--- src/rtl/icache_nway_ctlr_if.sv ---
// Fetch-side bundle of the N-way I-cache controller: tag/valid lookups, branch/flush context, refill bus.
interface icache_nway_ctlr_if #(
  parameter int S = 64,
  parameter int N = 4,
  parameter int B = 4
);
  logic [$clog2(S)-1:0] set_i;
  logic [N-1:0]         hit_way_i;
  logic [N-1:0]         valid_way_i;
  logic [1:0]           pc_src_reg_i;
  logic [1:0]           branch_op_ex_i;
  logic                 mem_rvalid_i;
  logic [S-1:0]         active_array_o;
  logic                 instr_hit_fi_o;
  logic [N-1:0]         hit_way_o;
  logic [N-1:0]         repl_way_o;
  logic                 mem_req_o;
  logic                 refill_we_o;
  logic [$clog2(B)-1:0] refill_word_o;
  logic                 tag_we_o;
  logic                 stall_fi_o;

  modport slave (
    input  set_i, hit_way_i, valid_way_i, pc_src_reg_i, branch_op_ex_i, mem_rvalid_i,
    output active_array_o, instr_hit_fi_o, hit_way_o, repl_way_o, mem_req_o,
           refill_we_o, refill_word_o, tag_we_o, stall_fi_o
  );

  modport master (
    output set_i, hit_way_i, valid_way_i, pc_src_reg_i, branch_op_ex_i, mem_rvalid_i,
    input  active_array_o, instr_hit_fi_o, hit_way_o, repl_way_o, mem_req_o,
           refill_we_o, refill_word_o, tag_we_o, stall_fi_o
  );
endinterface

--- src/rtl/icache_nway_ctlr.sv ---
// N-way set-associative I-cache controller: hit report, victim choice and B-word refill sequencing.
// Replacement is per-set round-robin by default; define ICACHE_PLRU_EN for per-set tree pseudo-LRU.
`ifndef NON_BRANCH
`define NON_BRANCH 2'b00
`endif

module icache_nway_ctlr #(
  parameter int S = 64,
  parameter int N = 4,
  parameter int B = 4
) (
  input  logic              clk_i,
  input  logic              reset_n_i,
  icache_nway_ctlr_if.slave bus
);
  localparam int SW = $clog2(S);
  localparam int NW = $clog2(N);
  localparam int BW = $clog2(B);

  // state   | meaning
  // IDLE    | serving hits, watching for a miss
  // BR_WAIT | miss held one cycle behind an unresolved branch in EX
  // REFILL  | memory requested, one word written per mem_rvalid_i
  // DONE    | line complete: write tag, set valid, update replacement
  typedef enum logic [1:0] {IDLE, BR_WAIT, REFILL, DONE} state_t;

  state_t        state_q, state_d;
  logic [SW-1:0] set_q;
  logic [BW-1:0] cnt_q;
  logic [N-1:0]  repl_q;
  logic          miss, flush, branch_pend, latch_en;
  logic [N-1:0]  victim;
  logic [NW-1:0] pol_idx;
  logic [SW-1:0] cur_set;

  assign miss        = (bus.hit_way_i == '0);
  assign flush       = bus.pc_src_reg_i[1];
  assign branch_pend = (bus.branch_op_ex_i != `NON_BRANCH);
  assign cur_set     = (state_q == REFILL || state_q == DONE) ? set_q : bus.set_i;

  assign bus.active_array_o = S'(1) << cur_set;
  assign bus.instr_hit_fi_o = ~miss;
  assign bus.hit_way_o      = bus.hit_way_i;
  assign bus.repl_way_o     = repl_q;
  assign bus.refill_word_o  = cnt_q;

  // Empty ways are filled before the policy is consulted.
  always_comb begin
    logic found;
    found  = 1'b0;
    victim = '0;
    for (int w = 0; w < N; w++) begin
      if (!bus.valid_way_i[w] && !found) begin
        victim[w] = 1'b1;
        found     = 1'b1;
      end
    end
    if (!found) victim = N'(1) << pol_idx;
  end

`ifdef ICACHE_PLRU_EN
  logic [N-2:0]  plru_q [S];
  logic [N-2:0]  tree_wr;
  logic          upd_en;
  logic [SW-1:0] upd_set;
  logic [NW-1:0] upd_idx;

  // Tree node j has children 2j+1 / 2j+2; a node bit of 1 sends the victim walk right.
  always_comb begin
    int   node;
    logic dir;
    node = 0;
    for (int l = 0; l < NW; l++) begin
      dir = 1'b0;
      for (int j = 0; j < N - 1; j++) if (j == node) dir = plru_q[bus.set_i][j];
      node = 2 * node + 1 + int'(dir);
    end
    pol_idx = NW'(node - (N - 1));
  end

  always_comb begin
    upd_en  = 1'b0;
    upd_set = bus.set_i;
    upd_idx = '0;
    if (state_q == DONE) begin
      upd_en  = 1'b1;
      upd_set = set_q;
      for (int w = 0; w < N; w++) if (repl_q[w]) upd_idx = NW'(w);
    end else if (state_q == IDLE && !miss) begin
      upd_en = 1'b1;
      for (int w = 0; w < N; w++) if (bus.hit_way_i[w]) upd_idx = NW'(w);
    end
  end

  // Touching a way points every node on its path away from it.
  always_comb begin
    int            node;
    logic [NW-1:0] sh;
    tree_wr = plru_q[upd_set];
    node    = 0;
    for (int l = 0; l < NW; l++) begin
      sh = upd_idx >> (NW - 1 - l);
      for (int j = 0; j < N - 1; j++) if (j == node) tree_wr[j] = ~sh[0];
      node = 2 * node + 1 + int'(sh[0]);
    end
  end

  always_ff @(posedge clk_i) begin
    if (!reset_n_i) begin
      for (int s = 0; s < S; s++) plru_q[s] <= '0;
    end else if (upd_en) begin
      plru_q[upd_set] <= tree_wr;
    end
  end
`else
  logic [NW-1:0] rr_q [S];

  assign pol_idx = rr_q[bus.set_i];

  always_ff @(posedge clk_i) begin
    if (!reset_n_i) begin
      for (int s = 0; s < S; s++) rr_q[s] <= '0;
    end else if (state_q == DONE) begin
      rr_q[set_q] <= rr_q[set_q] + 1'b1;
    end
  end
`endif

  always_comb begin
    state_d         = state_q;
    latch_en        = 1'b0;
    bus.mem_req_o   = 1'b0;
    bus.refill_we_o = 1'b0;
    bus.tag_we_o    = 1'b0;
    bus.stall_fi_o  = 1'b1;
    unique case (state_q)
      IDLE: begin
        bus.stall_fi_o = miss && !flush;
        if (miss && !flush) begin
          if (branch_pend) begin
            state_d = BR_WAIT;
          end else begin
            state_d  = REFILL;
            latch_en = 1'b1;
          end
        end
      end
      BR_WAIT: begin
        if (!flush && miss) begin
          state_d  = REFILL;
          latch_en = 1'b1;
        end else begin
          state_d = IDLE;
        end
      end
      REFILL: begin
        bus.mem_req_o   = 1'b1;
        bus.refill_we_o = bus.mem_rvalid_i;
        if (bus.mem_rvalid_i && cnt_q == BW'(B - 1)) state_d = DONE;
      end
      DONE: begin
        bus.tag_we_o = 1'b1;
        state_d      = IDLE;
      end
      default: state_d = IDLE;
    endcase
  end

  always_ff @(posedge clk_i) begin
    if (!reset_n_i) begin
      state_q <= IDLE;
      set_q   <= '0;
      cnt_q   <= '0;
      repl_q  <= '0;
    end else begin
      state_q <= state_d;
      if (latch_en) begin
        set_q  <= bus.set_i;
        repl_q <= victim;
      end
      if (bus.refill_we_o) cnt_q <= cnt_q + 1'b1;
    end
  end

  a_hit_onehot: assert property (@(posedge clk_i) disable iff (!reset_n_i) $onehot0(bus.hit_way_i));
endmodule
--- src/flat_wrapper.sv ---
// flat-port wrapper written by rule: the top's interface ports become plain ports
module icache_nway_ctlr_flat 
#(
  parameter int S = 64,
  parameter int N = 4,
  parameter int B = 4
)
  (clk_i, reset_n_i, bus_set_i, bus_hit_way_i, bus_valid_way_i, bus_pc_src_reg_i, bus_branch_op_ex_i, bus_mem_rvalid_i, bus_active_array_o, bus_instr_hit_fi_o, bus_hit_way_o, bus_repl_way_o, bus_mem_req_o, bus_refill_we_o, bus_refill_word_o, bus_tag_we_o, bus_stall_fi_o);
  icache_nway_ctlr_if #(.S(S), .N(N), .B(B)) bus_i ();
  input  logic clk_i;
  input  logic reset_n_i;
  input wire logic [$bits(bus_i.set_i)-1:0] bus_set_i;
  input wire logic [$bits(bus_i.hit_way_i)-1:0] bus_hit_way_i;
  input wire logic [$bits(bus_i.valid_way_i)-1:0] bus_valid_way_i;
  input wire logic [$bits(bus_i.pc_src_reg_i)-1:0] bus_pc_src_reg_i;
  input wire logic [$bits(bus_i.branch_op_ex_i)-1:0] bus_branch_op_ex_i;
  input wire logic [$bits(bus_i.mem_rvalid_i)-1:0] bus_mem_rvalid_i;
  output wire logic [$bits(bus_i.active_array_o)-1:0] bus_active_array_o;
  output wire logic [$bits(bus_i.instr_hit_fi_o)-1:0] bus_instr_hit_fi_o;
  output wire logic [$bits(bus_i.hit_way_o)-1:0] bus_hit_way_o;
  output wire logic [$bits(bus_i.repl_way_o)-1:0] bus_repl_way_o;
  output wire logic [$bits(bus_i.mem_req_o)-1:0] bus_mem_req_o;
  output wire logic [$bits(bus_i.refill_we_o)-1:0] bus_refill_we_o;
  output wire logic [$bits(bus_i.refill_word_o)-1:0] bus_refill_word_o;
  output wire logic [$bits(bus_i.tag_we_o)-1:0] bus_tag_we_o;
  output wire logic [$bits(bus_i.stall_fi_o)-1:0] bus_stall_fi_o;
  assign bus_i.set_i = bus_set_i;
  assign bus_i.hit_way_i = bus_hit_way_i;
  assign bus_i.valid_way_i = bus_valid_way_i;
  assign bus_i.pc_src_reg_i = bus_pc_src_reg_i;
  assign bus_i.branch_op_ex_i = bus_branch_op_ex_i;
  assign bus_i.mem_rvalid_i = bus_mem_rvalid_i;
  assign bus_active_array_o = bus_i.active_array_o;
  assign bus_instr_hit_fi_o = bus_i.instr_hit_fi_o;
  assign bus_hit_way_o = bus_i.hit_way_o;
  assign bus_repl_way_o = bus_i.repl_way_o;
  assign bus_mem_req_o = bus_i.mem_req_o;
  assign bus_refill_we_o = bus_i.refill_we_o;
  assign bus_refill_word_o = bus_i.refill_word_o;
  assign bus_tag_we_o = bus_i.tag_we_o;
  assign bus_stall_fi_o = bus_i.stall_fi_o;
  icache_nway_ctlr #(.S(S), .N(N), .B(B)) u_core (.clk_i(clk_i), .reset_n_i(reset_n_i), .bus(bus_i));
endmodule
--- config.mk ---
export PLATFORM = sky130hd
export DESIGN_NAME = icache_nway_ctlr_flat
export DESIGN_NICKNAME = d
export VERILOG_FILES = /design/src/rtl/icache_nway_ctlr_if.sv /design/src/rtl/icache_nway_ctlr.sv /design/src/flat_wrapper.sv
export SDC_FILE = /design/constraint.sdc
export NUM_CORES = 1
export LEC_CHECK = 0
export ABC_AREA = 1
export BUFFER_PORTS_ARGS = -buffer_cell sky130_fd_sc_hd__buf_2
export CORE_ASPECT_RATIO = 0.75
export CORE_MARGIN = 5
export CORE_UTILIZATION = 40
export DETAILED_ROUTE_END_ITERATION = 12
export SLEW_MARGIN = 30
export SYNTH_ARGS = -nofsm -noshare
export SYNTH_HDL_FRONTEND = slang
export SYNTH_SLANG_ARGS = --single-unit
export TNS_END_PERCENT = 1
--- constraint.sdc ---
create_clock -name clk_i -period 3.8 [get_ports clk_i]
set_clock_uncertainty 0.05 [all_clocks]
set_input_delay 0.57 -clock clk_i [delete_from_list [all_inputs] [get_ports clk_i]]
set_output_delay 0.57 -clock clk_i [all_outputs]
set_load 0.005 [all_outputs]
# After elaboration in Yosys (flattened, before gate mapping)
# Memories as Yosys holds them, arrays and structs flattened. A register that Yosys moved wholly into a read port is not among the register bits.
# Index checks and enable logic that the tools add are counted.
[op_classes] add_sub_neg=2 n_eq_ne=6 shift=2 mux=30 bitwise=1 reduce_logical=17
[op_table] cell="$shl A1 B6 Y64 const A" n=1
[op_table] cell="$mux W6" n=4
[op_table] cell="$mux W1" n=18
[op_table] cell="$mux W2" n=5
[op_table] cell="$pmux W2 S4" n=1
[op_table] cell="$eq A2 B2 Y1 const B" n=3
[op_table] cell="$logic_not A1 Y1" n=6
[op_table] cell="$logic_and A1 B1 Y1" n=5
[op_table] cell="$add A2 B1 Y2 const B" n=2
[op_table] cell="$logic_not A4 Y1" n=1
[op_table] cell="$mux W4" n=1
[op_table] cell="$shl A1 B2 Y4 const A" n=1
[op_table] cell="$eq A2 B1 Y1 const B" n=1
[op_table] cell="$logic_not A2 Y1" n=1
[op_table] cell="$ne A2 B1 Y1 const B" n=1
[op_table] cell="$ne A2 B2 Y1 const B" n=1
[op_table] cell="$pmux W1 S2" n=1
[op_table] cell="$reduce_and A2 Y1" n=1
[op_table] cell="$reduce_bool A2 Y1" n=1
[op_table] cell="$reduce_or A2 Y1" n=1
[op_table] cell="$logic_or A1 B1 Y1" n=1
[op_table] cell="$not A1 Y1" n=1
[totals] regBits=14 mem_bits_rw=128 n_memories=1
[mem_list] name="u_core.rr_q" depth=64 width=2 read_ports=2 rd_clocked_by_memory_dff=1 write_ports=64 line="icache_nway_ctlr.sv:116" rtl="logic [NW-1:0] rr_q [S];"

# Logic depth before layout (Yosys ltp)
# Gate-level depths: netlist of run 1.
[depth] word_depth=10 mapped_depth=16

# Least setup slack after synthesis of run 1
# OpenSTA, ideal clock, no wires.
[synth_path] path_type="input-to-output" startpoint="input bus_set_i[1]" endpoint="output bus_active_array_o[2]" arrival_ns=1.912 slack_ns=1.268 path_stages=10 path_buffers=2 cell_sequence="clkbuf_1 clkinv_1 clkbuf_1 o21ai_1 inv_1 nor2_1 nand2_1 nor2_1 nand2_1 nor2_1"
[synth_between] elab_chain_len=2
[synth_rtl] element="from (decl)" line="flat_wrapper.sv:12" rtl="input wire logic [$bits(bus_i.set_i)-1:0] bus_set_i;"
[synth_rtl] element="$mux W6" line="icache_nway_ctlr.sv:39" rtl="assign cur_set = (state_q == REFILL || state_q == DONE) ? set_q : bus.set_i;"
[synth_rtl] element="$shl A1 B6 Y64" line="icache_nway_ctlr.sv:41" rtl="assign bus.active_array_o = S'(1) << cur_set;"
[synth_rtl] element="to (decl)" line="flat_wrapper.sv:18" rtl="output wire logic [$bits(bus_i.active_array_o)-1:0] bus_active_array_o;"
# No other way between the ends.

# Final worst setup path of run 1
[layout_path] startpoint="register u_core.state_q[1]" endpoint="output bus_active_array_o[28]"
[layout_between] elab_chain_len=4 word_cells_on_any_way=5
[layout_rtl] element="from (decl)" line="icache_nway_ctlr.sv:27" rtl="state_t state_q, state_d;"
[layout_rtl] element="from (signal assigned)" line="icache_nway_ctlr.sv:176" rtl="state_q <= state_d;"
[layout_rtl] element="$eq A2 B2 Y1" line="icache_nway_ctlr.sv:39"
[layout_rtl] element="$logic_or A1 B1 Y1 *" line="icache_nway_ctlr.sv:39"
[layout_rtl] element="$mux W6 *" line="icache_nway_ctlr.sv:39"
[layout_rtl] element="$shl A1 B6 Y64 *" line="icache_nway_ctlr.sv:41"
# Mark *: on every way between the ends. The rest lies on a longest branch, timed or not.

==> impl_metrics.toml, run 1 <==
[critical_path]
r2r_setup_slack_ns = 0.90
cp-end-kind = "output pin"
r2r_end = "u_core.rr_q[10][0]$_SDFFCE_PN0P_"
critical_path.max_fanout = 33
critPathRequiredTime_ns = 3.18
crit_arrival_ns = 2.53
crit_type = "reg -> out"
startpoint = "u_core.state_q[1]$_SDFFE_PN0P_"
reg2reg_depth = 11
critPathLaunchType = "register"
cp-endpoint = "bus_active_array_o[28]"

[synth]
synth_top_area_share_pct = 42.6
synthCells = 1284
synth_seq_cells = 148
yosysSeqAreaShare_pct = 47.1
netlist-cell-type-count = 27
syn_nets = 1306
yosysTopAreaCell = "edfxtp_1"
synth.avg_cell_area_um2 = 7.02
synthTopCellsByArea = "edfxtp_1 43%, nand2_1 19%, nor2_1 10%"
synth_warnings = 0
synthesis.area_um2 = 9020

[placement]
gp_congestion = 0.876
numPortBuffers = 98
dpl.hpwl_um = 19400
dp_slack_ns = 1.03

[floorplan]
pin_count = 100
start_util_pct = 40.8
rows = 47
die_w_um = 183
die-area_um2 = 25700
fp.dieH_um = 140
coreArea_um2 = 22100

[drt]
vias = 9077
antenna_left = 0
drcViolationCount = 0
wl_per_cell_um = 17.7
initialDrtViolationCount = 1095
drt_pass1_iterations = 5
wirelength_um = 29400
via_per_inst = 5.48

[global_routing]
grt_max_degree = 77
antenna_found_initial = 0
grt.total_usage_pct = 23.0
grt_pass1_wl_um = 46800
grt_pass1_vias = 8486
grt-ovfl-total = 0

[clock_network]
cts.sinks = 148
clk_pin_slew_ns = 0.07
ctsRootBufferMaster = "clkbuf_16"
postCtsResizedCells = 0
cts_buffer_depth = 2
cts.htree.levels = 4
cts_setup_buffers = 0
cts_hold_buf = 0
worstSkewPairLatency_ns = 0.43
cts_tree = "done"
cts_buffers = 17

[pwr]
p_leak_nw = 4.47
power.density_nw_per_um2 = 383
p_total_mw = 3.97
ir_worst_vdd_mv = 0.270

[sta]
layout_min_cycle_time_ns = 3.15
worst_pin_slew_ns = 0.962
fin_crit_sh_pct = 82.8
rsz0062_at_grt = "no"
setup-violations-final = 0
slew_headroom_pct = 35.9
hold_viol_final = 0
tns_ns = 0
drv_slew = 0
fmax_mhz = 318
timing.final.ws_setup_ns = 0.654
holdWs_ns = 0.352

[hold_path]
hold_class = "in -> reg"
hold_depth = 3

[finish]
num-nets-final = 1371
drive_gt1_share_pct = 13.1
layout_common_cells = "464 x nand2_1, 252 x nor2_1, 185 x nand3_1"
antenna_cells = 0
final_common_cell = "nand2_1"
syn_to_final_growth_pct = 15.1

[job]
cap_viol_max_count = 0

[run_status]
status = "finished clean"
[layout make-up]
cell class | instances | area, um^2
Fill cell | 2281 | 11700
Sequential cell | 148 | 4250
Multi-Input combinational cell | 1004 | 4200
Timing Repair Buffer | 133 | 791
Clock buffer | 18 | 429
Tap cell | 294 | 368
Clock inverter | 14 | 176
Inverter | 45 | 169
[cell families after synthesis]
logic type / count (synthesis) / share of synthesized area [%]
AND/OR/NAND/NOR: 927 / 41.9
flip-flops: 148 / 47.1
adder cells (fa/ha/maj): 1 / 0.139
buffers and inverters: 132 / 6.56
AO/OA/AOI/OAI: 76 / 4.36
[synth_stat cells, drive strengths merged]
library cell  number
nand3            185
inv               40
nand4              1
nand2            466
buf               53
o22ai              9
clkbuf            34
clkinv             5
nor2             253
o21ai             45
nor4               8
a21oi             21
ha                 1
edfxtp           128
nor3              13
nor3b              1
a31oi              1
dfxtp             20
[power by group]
group / switching, mW / internal, mW
Combinational: 0.281 / 0.106
Clock: 0.706 / 1.04
Sequential: 0.0300 / 1.81
[per-layer routing]
layer  up-vias  track usage, %  routed length (um)
met5         -               0                   0
li1       4325               -                   -
met2       466            34.3               12700
met3        53            5.68                3190
met1      4233            33.3               12900
met4         0            6.66                 540
[state kept, by name, indices dropped and copies added (netlist names), named ones only]
name / cells
u_core.set_q: 6
u_core.bus.refill_word_o: 2
u_core.state_q: 2
u_core.rr_q: 128
u_core.bus.repl_way_o: 4
[per-stage QoR]
step                      instance area [um^2]  util (%)  std cells
after floorplan                           9020         -       1284
after global placement                    9760      44.1       1624
after detailed placement                  9770      44.2       1624
after CTS                                10400      46.9       1656
after global routing                     10400      46.9       1656
final                                    10400      46.9       1656
[worst max-delay path: stages, from the launching register on]
cell,delay (ns)
dfxtp_1,0.69
nand2_1,0.13
o21ai_2,0.07
buf_4,0.33
inv_1,0.47
nor2_1,0.24
buf_2,0.14
[worst min-delay path by stage]
stage | from | endpoint | slack, ns
floorplan | u_core.bus.repl_way_o[3]$_SDFFE_PN0P_ | u_core.bus.repl_way_o[3]$_SDFFE_PN0P_ | 0.41
detailed placement | u_core.bus.refill_word_o[0]$_SDFFE_PN0P_ | u_core.bus.refill_word_o[0]$_SDFFE_PN0P_ | 0.43
finish | reset_n_i | u_core.state_q[1]$_SDFFE_PN0P_ | 0.35
global route | reset_n_i | u_core.state_q[1]$_SDFFE_PN0P_ | 0.36
global placement | u_core.bus.repl_way_o[3]$_SDFFE_PN0P_ | u_core.bus.repl_way_o[3]$_SDFFE_PN0P_ | 0.42
CTS | reset_n_i | u_core.state_q[1]$_SDFFE_PN0P_ | 0.34
Note: power is estimated with default switching activity, not from simulation.
==> inputs of run 2 (changes only) <==
- ABC_AREA: 1 -> 0
- clock period: 3.8 -> 2.75 ns (I/O delays scaled with it)
==> impl_metrics.toml, run 2 <==
[sta]
fin_crit_sh_pct = 109
drv_slew = 0
timing.final.ws_setup_ns = -0.244
layout_min_cycle_time_ns = 2.99
hold_viol_final = 0
rsz0062_at_grt = "yes"
setup-violations-final = 128
worst_pin_slew_ns = 0.930
fmax_mhz = 334
slew_headroom_pct = 38.0

[finish]
num-nets-final = 956
syn_to_final_growth_pct = 19.8
regMostFlops = "u_core.rr_q"
antenna_cells = 0
layout_common_cells = "213 x nor2_1, 140 x nand2_1, 128 x edfxtp_1"
drive_gt1_share_pct = 29.9
stdcell_count = 1235
final_cell_area_um2 = 10400
final_common_cell = "nor2_1"
largest_register_ffs = 128

[synth]
synth_top_family_by_area = "simple AND/OR/NAND/NOR gates"
synth_top_cells_by_count = "213 x nor2_1, 140 x nand2_1, 128 x edfxtp_1"
synth_compound_area_share_pct = 4.24
synth_seq_cells = 148
yosysSeqAreaShare_pct = 49.1
yosys.area_share.adder_pct = 0.145
synth.avg_cell_area_um2 = 10.5
synth_warnings = 0
synthCells = 824
synth_top_area_share_pct = 44.5
synth_edf_count = 128
yosysTopAreaCell = "edfxtp_1"
synthTopCellsByArea = "edfxtp_1 44%, mux4_2 16%, nor2_1 9.2%"
synth_most_common_cell = "nor2_1"
synth-simple-area-share_pct = 22.7
dominantRegCellSynth = "edfxtp_1"
syn_nets = 846
synthMuxAreaShare_pct = 19.1
async_reset_ff_share_pct = 0
netlist-cell-type-count = 54
synth-xor-area-share_pct = 0.420
synthesis.area_um2 = 8650

[placement]
dpl.hpwl_um = 17900
numPortBuffers = 98
gp_congestion = 0.875
dp_cells = 1203
placed_area_um2 = 9740

[clock_network]
cts.sinks = 148
postCtsResizedCells = 3
cts.htree.levels = 4
worstSkewPairLatency_ns = 0.43
ctsRootBufferMaster = "clkbuf_16"
cts_buffers = 17
cts_hold_buf = 0
cts_tree = "done"
cts_buffer_depth = 2
clk_pin_slew_ns = 0.07
cts_setup_buffers = 0

[floorplan]
start_util_pct = 40.8
fp.dieH_um = 137
die_w_um = 180
pin_count = 100
rows = 46
die-area_um2 = 24700
coreArea_um2 = 21200

[critical_path]
crit_type = "reg -> reg"
cp-end-kind = "register"
critical_path.max_fanout = 37
critPathLaunchType = "register"
reg2reg_depth = 9
critPathRequiredTime_ns = 2.88
crit_arrival_ns = 3.12
r2r_end = "u_core.rr_q[52][1]$_SDFFCE_PN0P_"
cp-endpoint = "u_core.rr_q[52][1]$_SDFFCE_PN0P_"
r2r_setup_slack_ns = -0.24

[global_routing]
grt_pass1_vias = 6317
grt_max_degree = 80
antenna_found_initial = 0
grt_pass1_wl_um = 38100
grt.total_usage_pct = 20.3
grt-ovfl-total = 0

[pwr]
p_leak_nw = 4.03
ir_worst_vdd_mv = 0.465
power.density_nw_per_um2 = 520

[drt]
initialDrtViolationCount = 717
highest_layer = "met4"
wl_per_cell_um = 20.6
wl_met2_um = 11500
via_per_inst = 5.55
antenna_left = 0
wirelength_um = 25400
wl_met3_um = 2080
drt_pass1_iterations = 7
vias = 6852
met1_length_um = 11500
drcViolationCount = 0

[run_status]
status = "finished, violations left"
violations = "setup timing"

[hold_path]
hold_class = "in -> reg"

[job]
cap_viol_max_count = 0
## run 2: cell type report
cell class / instances / area, um^2
Clock buffer: 18 / 450
Clock inverter: 14 / 140
Fill cell: 1988 / 10800
Inverter: 5 / 18.8
Multi-Input combinational cell: 602 / 4040
Sequential cell: 148 / 4260
Tap cell: 288 / 360
Timing Repair Buffer: 160 / 1090
## run 2: routing by layer
metal  track usage, %  vias to the layer above
met5                0                        -
met4             4.44                        0
met3             5.20                       23
met2             30.8                      256
met1             29.7                     3405
li1                 -                     3168
## run 2: worst min path at each step
stage               depth (start not counted)                                        to                                     start  slack [ns]
floorplan                                   1            u_core.state_q[0]$_SDFFE_PN0P_            u_core.state_q[0]$_SDFFE_PN0P_        0.41
global placement                            2  u_core.bus.refill_word_o[1]$_SDFFE_PN0P_  u_core.bus.refill_word_o[1]$_SDFFE_PN0P_        0.43
detailed placement                          2  u_core.bus.refill_word_o[1]$_SDFFE_PN0P_  u_core.bus.refill_word_o[1]$_SDFFE_PN0P_        0.43
CTS                                         2     u_core.bus.repl_way_o[0]$_SDFFE_PN0P_                        bus_valid_way_i[0]        0.19
global route                                2     u_core.bus.repl_way_o[0]$_SDFFE_PN0P_                        bus_valid_way_i[0]        0.21
finish                                      2     u_core.bus.repl_way_o[0]$_SDFFE_PN0P_                        bus_valid_way_i[0]        0.19
## run 2: cell families (layout without fill, tap and decap cells)
family          count (synthesis)  count (layout)
flops                         148             148
mux                            89              89
xor+xnor                        2               2
fa+ha+maj                       1               1
simple gates                  455             455
compound gates                 55              55
buf+inv                        74             197
## run 2: stage by stage
stage	hold slack (ns)	setup TNS, ns	util [%]	total power, mW	worst slack, ns
detailed placement	0.434	-22.18	46.0	3.08	-0.226
global placement	0.429	-20.55	46.0	3.07	-0.206
CTS	0.186	-21.93	48.8	5.40	-0.213
global route	0.211	-37.39	48.9	5.54	-0.346
floorplan	0.409	-1.18	-	2.90	-0.0218
finish	0.194	-25.18	48.9	5.38	-0.244
## run 2: power breakdown
part           internal, mW  switching [mW]
Combinational         0.210           0.287
Sequential             2.49          0.0427
Clock                  1.33            1.02
## run 2: worst max-delay path, stage by stage, from the launching register on
cell	delay [ns]
dfxtp_4	0.37
buf_12	0.16
mux4_2	0.55
mux2i_2	0.23
mux2i_1	0.12
and3_1	0.15
or4_4	0.55
xnor2_4	0.22
buf_12	0.25
nor2_1	0.07
